## config.mk

```make
export PLATFORM = sky130hd
export DESIGN_NAME = mips_writeback_stage
export DESIGN_NICKNAME = d
export VERILOG_FILES = /design/src/rtl/mips_writeback_stage.sv
export SDC_FILE = /design/constraint.sdc
export NUM_CORES = 1
export LEC_CHECK = 0
export BUFFER_PORTS_ARGS = -buffer_cell sky130_fd_sc_hd__clkbuf_2
export CAP_MARGIN = 20
export CORE_ASPECT_RATIO = 1.75
export CORE_MARGIN = 1
export CORE_UTILIZATION = 30
export DETAILED_ROUTE_END_ITERATION = 7
export GPL_ROUTABILITY_DRIVEN = 0
export PLACE_DENSITY = 0.59
export SYNTH_ARGS = -nofsm -noshare
export SYNTH_HDL_FRONTEND = slang
export SYNTH_SLANG_ARGS = --single-unit
export TNS_END_PERCENT = 50
```

## constraint.sdc

```tcl
create_clock -name clk -period 3.7 [get_ports clk]
set_input_delay 0.37 -clock clk [delete_from_list [all_inputs] [get_ports clk]]
set_output_delay 0.37 -clock clk [all_outputs]
set_load 0.1 [all_outputs]
```

## src/rtl/mips_writeback_stage.sv

```systemverilog
// mips_writeback_stage: MEM/WB boundary and write-back stage.
//   Accepts retired instructions from MEM over a valid/ready handshake, waits
//   for load data when needed, formats it (LW/LH/LHU/LB/LBU), and issues a
//   single-cycle registered write into the register file. Writes to r0 are
//   suppressed.
// Ports:
//   clk, rst          - clock (rising edge), asynchronous active-high reset
//   in_valid/in_ready - MEM-stage handshake (in_ready combinational from state)
//   in_reg_write, in_mem_to_reg, in_wa, in_alu_result, in_load_type
//                     - retired instruction payload
//   mem_rvalid, mem_rdata - load data return (aligned 32-bit word)
//   wb_flush          - kill pending/incoming instruction
//   rf_wen, rf_wa, rf_wd  - registered register-file write port
//   wb_busy           - high while waiting for load data
// Optional: define MIPS_WB_FWD_EN to add fwd_valid/fwd_wa/fwd_wd bypass outputs.

module mips_writeback_stage #(
  parameter int unsigned AWL = 5,
  parameter int unsigned DWL = 32
) (
  input  logic           clk,
  input  logic           rst,
  input  logic           in_valid,
  output logic           in_ready,
  input  logic           in_reg_write,
  input  logic           in_mem_to_reg,
  input  logic [AWL-1:0] in_wa,
  input  logic [DWL-1:0] in_alu_result,
  input  logic [2:0]     in_load_type,
  input  logic           mem_rvalid,
  input  logic [DWL-1:0] mem_rdata,
  input  logic           wb_flush,
  output logic           rf_wen,
  output logic [AWL-1:0] rf_wa,
  output logic [DWL-1:0] rf_wd,
  output logic           wb_busy
`ifdef MIPS_WB_FWD_EN
  ,
  output logic           fwd_valid,
  output logic [AWL-1:0] fwd_wa,
  output logic [DWL-1:0] fwd_wd
`endif
);

  // Load formatting slices assume a 32-bit datapath.
  if (DWL != 32) begin : g_bad_dwl
    $error("mips_writeback_stage: only DWL == 32 is supported");
  end

  typedef enum logic [1:0] {
    IDLE      = 2'd0,
    WAIT_LOAD = 2'd1,
    WRITE     = 2'd2
  } state_t;

  localparam logic [2:0] LT_LH  = 3'd1;
  localparam logic [2:0] LT_LHU = 3'd2;
  localparam logic [2:0] LT_LB  = 3'd3;
  localparam logic [2:0] LT_LBU = 3'd4;

  state_t           state_q, state_d;
  logic [AWL-1:0]   wa_q, wa_d;
  logic             reg_write_q, reg_write_d;
  logic [2:0]       load_type_q, load_type_d;
  logic [1:0]       off_q, off_d;
  logic             rf_wen_q, rf_wen_d;
  logic [AWL-1:0]   rf_wa_q, rf_wa_d;
  logic [DWL-1:0]   rf_wd_q, rf_wd_d;
  logic             accept;
  logic [DWL-1:0]   load_data;

  // Little-endian extraction and extension of the addressed byte/halfword.
  function automatic logic [DWL-1:0] fmt_load(input logic [2:0]     lt,
                                              input logic [1:0]     off,
                                              input logic [DWL-1:0] w);
    logic [7:0]  b;
    logic [15:0] h;
    case (off)
      2'd0:    b = w[7:0];
      2'd1:    b = w[15:8];
      2'd2:    b = w[23:16];
      default: b = w[31:24];
    endcase
    h = off[1] ? w[31:16] : w[15:0];
    case (lt)
      LT_LH:   fmt_load = {{16{h[15]}}, h};
      LT_LHU:  fmt_load = {16'h0000, h};
      LT_LB:   fmt_load = {{24{b[7]}}, b};
      LT_LBU:  fmt_load = {24'h000000, b};
      default: fmt_load = w;
    endcase
  endfunction

  assign in_ready  = (state_q != WAIT_LOAD);
  assign wb_busy   = (state_q == WAIT_LOAD);
  assign accept    = in_valid & in_ready & ~wb_flush;
  assign load_data = fmt_load(load_type_q, off_q, mem_rdata);

  // Next-state and registered-output computation.
  always_comb begin
    state_d     = state_q;
    wa_d        = wa_q;
    reg_write_d = reg_write_q;
    load_type_d = load_type_q;
    off_d       = off_q;
    rf_wen_d    = 1'b0;
    rf_wa_d     = rf_wa_q;
    rf_wd_d     = rf_wd_q;

    case (state_q)
      IDLE, WRITE: begin
        state_d = IDLE;
        if (accept) begin
          wa_d        = in_wa;
          reg_write_d = in_reg_write;
          load_type_d = in_load_type;
          off_d       = in_alu_result[1:0];
          if (in_mem_to_reg) begin
            state_d = WAIT_LOAD;
          end else if (in_reg_write) begin
            state_d = WRITE;
            // r0 writes still pass through WRITE but never assert rf_wen.
            if (in_wa != '0) begin
              rf_wen_d = 1'b1;
              rf_wa_d  = in_wa;
              rf_wd_d  = in_alu_result;
            end
          end
        end
      end
      WAIT_LOAD: begin
        // Flush takes priority over a same-cycle data return.
        if (wb_flush) begin
          state_d = IDLE;
        end else if (mem_rvalid) begin
          if (reg_write_q) begin
            state_d = WRITE;
            if (wa_q != '0) begin
              rf_wen_d = 1'b1;
              rf_wa_d  = wa_q;
              rf_wd_d  = load_data;
            end
          end else begin
            state_d = IDLE;
          end
        end
      end
      default: state_d = IDLE;
    endcase
  end

  // State and output registers.
  always_ff @(posedge clk or posedge rst) begin
    if (rst) begin
      state_q     <= IDLE;
      wa_q        <= '0;
      reg_write_q <= 1'b0;
      load_type_q <= '0;
      off_q       <= '0;
      rf_wen_q    <= 1'b0;
      rf_wa_q     <= '0;
      rf_wd_q     <= '0;
    end else begin
      state_q     <= state_d;
      wa_q        <= wa_d;
      reg_write_q <= reg_write_d;
      load_type_q <= load_type_d;
      off_q       <= off_d;
      rf_wen_q    <= rf_wen_d;
      rf_wa_q     <= rf_wa_d;
      rf_wd_q     <= rf_wd_d;
    end
  end

  assign rf_wen = rf_wen_q;
  assign rf_wa  = rf_wa_q;
  assign rf_wd  = rf_wd_q;

`ifdef MIPS_WB_FWD_EN
  // Bypass for a write that lands in the register file only at cycle end.
  assign fwd_valid = (state_q == WRITE) & reg_write_q & (wa_q != '0);
  assign fwd_wa    = rf_wa_q;
  assign fwd_wd    = rf_wd_q;
`endif

endmodule

```

==> reports/results.txt <==
Status = finished clean
Setup violators final = 0
Clk buf depth = 2
Average size of a mapped cell = 10.1 um^2
DP Area = 4020 um^2
Hold buffers post-CTS = 0
Cell Rows = 51
I/O pin count = 119
Main combinational cell family by area after synthesis = compound AO/OA/AOI/OAI gates
Synth Net Count = 414
Slowest stage cell, crit path = xnor2_2
Syn. warnings = 0
Drt total wl = 9970 um
Gr usage total = 0.176
DRT Pass-1 Iters = 7
Final nets = 517
Ys flop type = dfrtp_1
Die H = 143 um
Synth Area in Compound Gates = 0.257
Worst-margin pin slew = 0.787 ns
Yosys top cell area share = 0.377
Synth cell types = 39
Post-synth EDFFs = 0
Met2 usage = 0.304
Setup Fix Bufs, Post-CTS = 0
Worst path required time = 3.94 ns
Layout cell share with drive strength beyond 1 = 0.444
Critical path data arrival time = 2.64 ns
Vias in the first global route = 2948
Proportion of synthesized area in mux cells = 0.182
Core area = 11000 um^2
Detail Route Antenna Nets = 0
Num CTS Buffers = 5
CTS root buffer = clkbuf_16
First-pass GRT wire length = 15500 um
Largest delay share family, worst path = XOR/XNOR gates
DR vias/cell = 5.22
Clock slew at reported path FFs = 0.07 ns
Clock latency on the worst-skew pair = 0.29 ns
Max Cap Viol = 0
Synthesized cell area = 3390 um^2
Sum of negative setup slack = 0 ns
Area of the die = 11700 um^2
Grt ovf = 0
FF+latch count, synth = 51
Largest net degree at the start of global routing = 60
Slowest stage delay, CP = 0.71 ns
Gr busiest metal = met2
Post-synthesis simple-gate area fraction = 0.106
Chip width = 82.3 um
Worst Hold Class = primary input to asynchronous set/reset pin
Count of final max-slew check failures = 0
Number of buffers and inverters on the critical path = 1
Power Total = 3.32 mW
Leakage = 1.90 nW
CTS Sinks = 51
Fillers = 1167
Max VDD drop = 0.000385 V
Antenna cells = 0
Post-cts sizing count = 0
Fin. Hold Viols = 0
DRC viols = 0
Worst clock skew = 0.00363 ns
WL/cell = 17.5 um
Via count = 2980
H-Tree Level Count = 2
Crit end category = flip-flop
Post-synthesis adder-cell area fraction = 0
Startpoint types = flip-flop
Crit Path Max Fanout = 16
Fraction of registers with async set/reset = 1.00
Area leader, netlist = dfrtp_1
Area Overhead vs Synth = 24.9%
Fmax = 0.417 GHz
Area contributors post-synth = dfrtp_1, mux2_4, a21oi_1
Initial antenna violation count = 0
RSZ-0062 raised after global routing = no
CP most frequent cell = a21oi_1
Port bufs = 118
CP Class = flip-flop to flip-flop
Post-DP HPWL = 7590 um
Crit-path cells = inv_1, xnor2_2, a21oi_1, a21oi_1, mux2_4
Cell count after synthesis = 335
Cell area after layout = 4230 um^2
Register area share after synthesis = 0.377
Synth Area in XOR/XNOR = 0.0122
Pwr dens = 784 nW/um^2
Initial Util = 0.307
TritonCTS clock tree = done
Crit share post-route = 0.649
Met1 GRT Util = 0.203
Global routing met3 resource utilization = 0.0212
Initial drt markers = 143
Max-Slew Margin vs Limit = 0.475
Final min period = 2.40 ns
sequential cells by signal, summed over array words and instances, names as in the netlist:
name         flops
reg_write_q      1
rf_wd           32
wa_q             5
rf_wa            5
off_q            2
rf_wen           1
load_type_q      3
state_q          2
cell usage in the layout, fill, tap and decap left out, drive strengths merged, types with 8 or more instances in the layout:
cell type	netlist	routed
inv	11	11
nand2	27	27
nor2	39	39
a31oi	12	12
o21ai	27	27
a21oi	43	43
dfrtp	51	51
a211oi	8	8
clkbuf	11	122
mux2i	11	11
o22ai	10	10
mux2	26	26
where the power goes:
| group | internal, mW | total, mW | leakage, nW | switching [mW] |
|---|---|---|---|---|
| sequential | 0.720 | 0.858 | 0.605 | 0.139 |
| clock | 0.388 | 0.601 | 0.0900 | 0.213 |
| combinational | 0.418 | 1.86 | 1.21 | 1.44 |
routing by layer:
metal	part of all wire	wire length (um)
met1	0.39	3860
met5	0	0
met4	0.038	381
met3	0.044	434
met2	0.53	5290
cell usage after synthesis (2+ instances only):
| cell type | n |
|---|---|
| o21ai_0 | 23 |
| clkbuf_1 | 10 |
| o22ai_2 | 7 |
| buf_6 | 7 |
| dfrtp_1 | 51 |
| buf_2 | 7 |
| a31oi_2 | 12 |
| nor2_1 | 36 |
| o2bb2ai_1 | 7 |
| a211oi_1 | 8 |
| nand3b_1 | 4 |
| xnor2_2 | 2 |
| o221ai_1 | 7 |
| nand2_1 | 27 |
| or4_4 | 2 |
| mux2_4 | 15 |
| a21oi_1 | 43 |
| inv_1 | 11 |
| buf_4 | 3 |
| mux2_2 | 11 |
| nand3_1 | 2 |
| nor2_4 | 3 |
| mux2i_1 | 11 |
| mux4_2 | 7 |
| o21ai_1 | 4 |
| o22ai_1 | 2 |
layout make-up:
type / instances / area, um^2 / area share
Clock buffer: 5 / 125 / 0.0296
Clock inverter: 3 / 67.6 / 0.0160
Inverter: 12 / 45.0 / 0.0106
Multi-Input combinational cell: 244 / 1890 / 0.446
Sequential cell: 51 / 1280 / 0.302
Tap cell: 132 / 165 / 0.0390
Timing Repair Buffer: 124 / 663 / 0.157
stage by stage:
stage          utilization  worst slack (ns)  instances  hold slack [ns]
6_report             0.383              1.30        571           0.0342
4_1_cts              0.381              1.30        570            0.271
3_3_place_gp         0.364              1.35        562            0.497
5_1_grt              0.383              1.13        571           0.0589
3_5_place_dp         0.364              1.32        562            0.503
2_1_floorplan            -              1.41        335            0.468
worst register-to-register path: stages (launching register included):
cell and delay (ns):
dfrtp_1 0.68, inv_1 0.38, xnor2_2 0.71, a21oi_1 0.23, a21oi_1 0.19, mux2_4 0.15
cells by family (layout without fill, tap and decap cells):
logic type             Yosys count  in the layout
AO/OA/AOI/OAI                  120            120
XOR/XNOR                         3              3
buffers and inverters           40            144
flip-flops                      51             51
multiplexers                    44             44
AND/OR/NAND/NOR                 77             77
worst paths after layout:
path	startpoint	to	slack, ns	depth (start not counted)
hold / removal	rst	state_q[0]$_DFFE_PP0P_	0.03	2
setup / recovery	load_type_q[2]$_DFFE_PP0P_	rf_wd[23]$_DFFE_PP0P_	1.30	5
hold reg to reg	rf_wd[25]$_DFFE_PP0P_	rf_wd[25]$_DFFE_PP0P_	0.52	1
min in group clk	mem_rvalid	state_q[0]$_DFFE_PP0P_	0.28	2
max in group asynchronous	rst	rf_wd[22]$_DFFE_PP0P_	3.13	3
setup reg to reg	load_type_q[2]$_DFFE_PP0P_	rf_wd[23]$_DFFE_PP0P_	1.30	5
(Power assumes the default switching activity.)
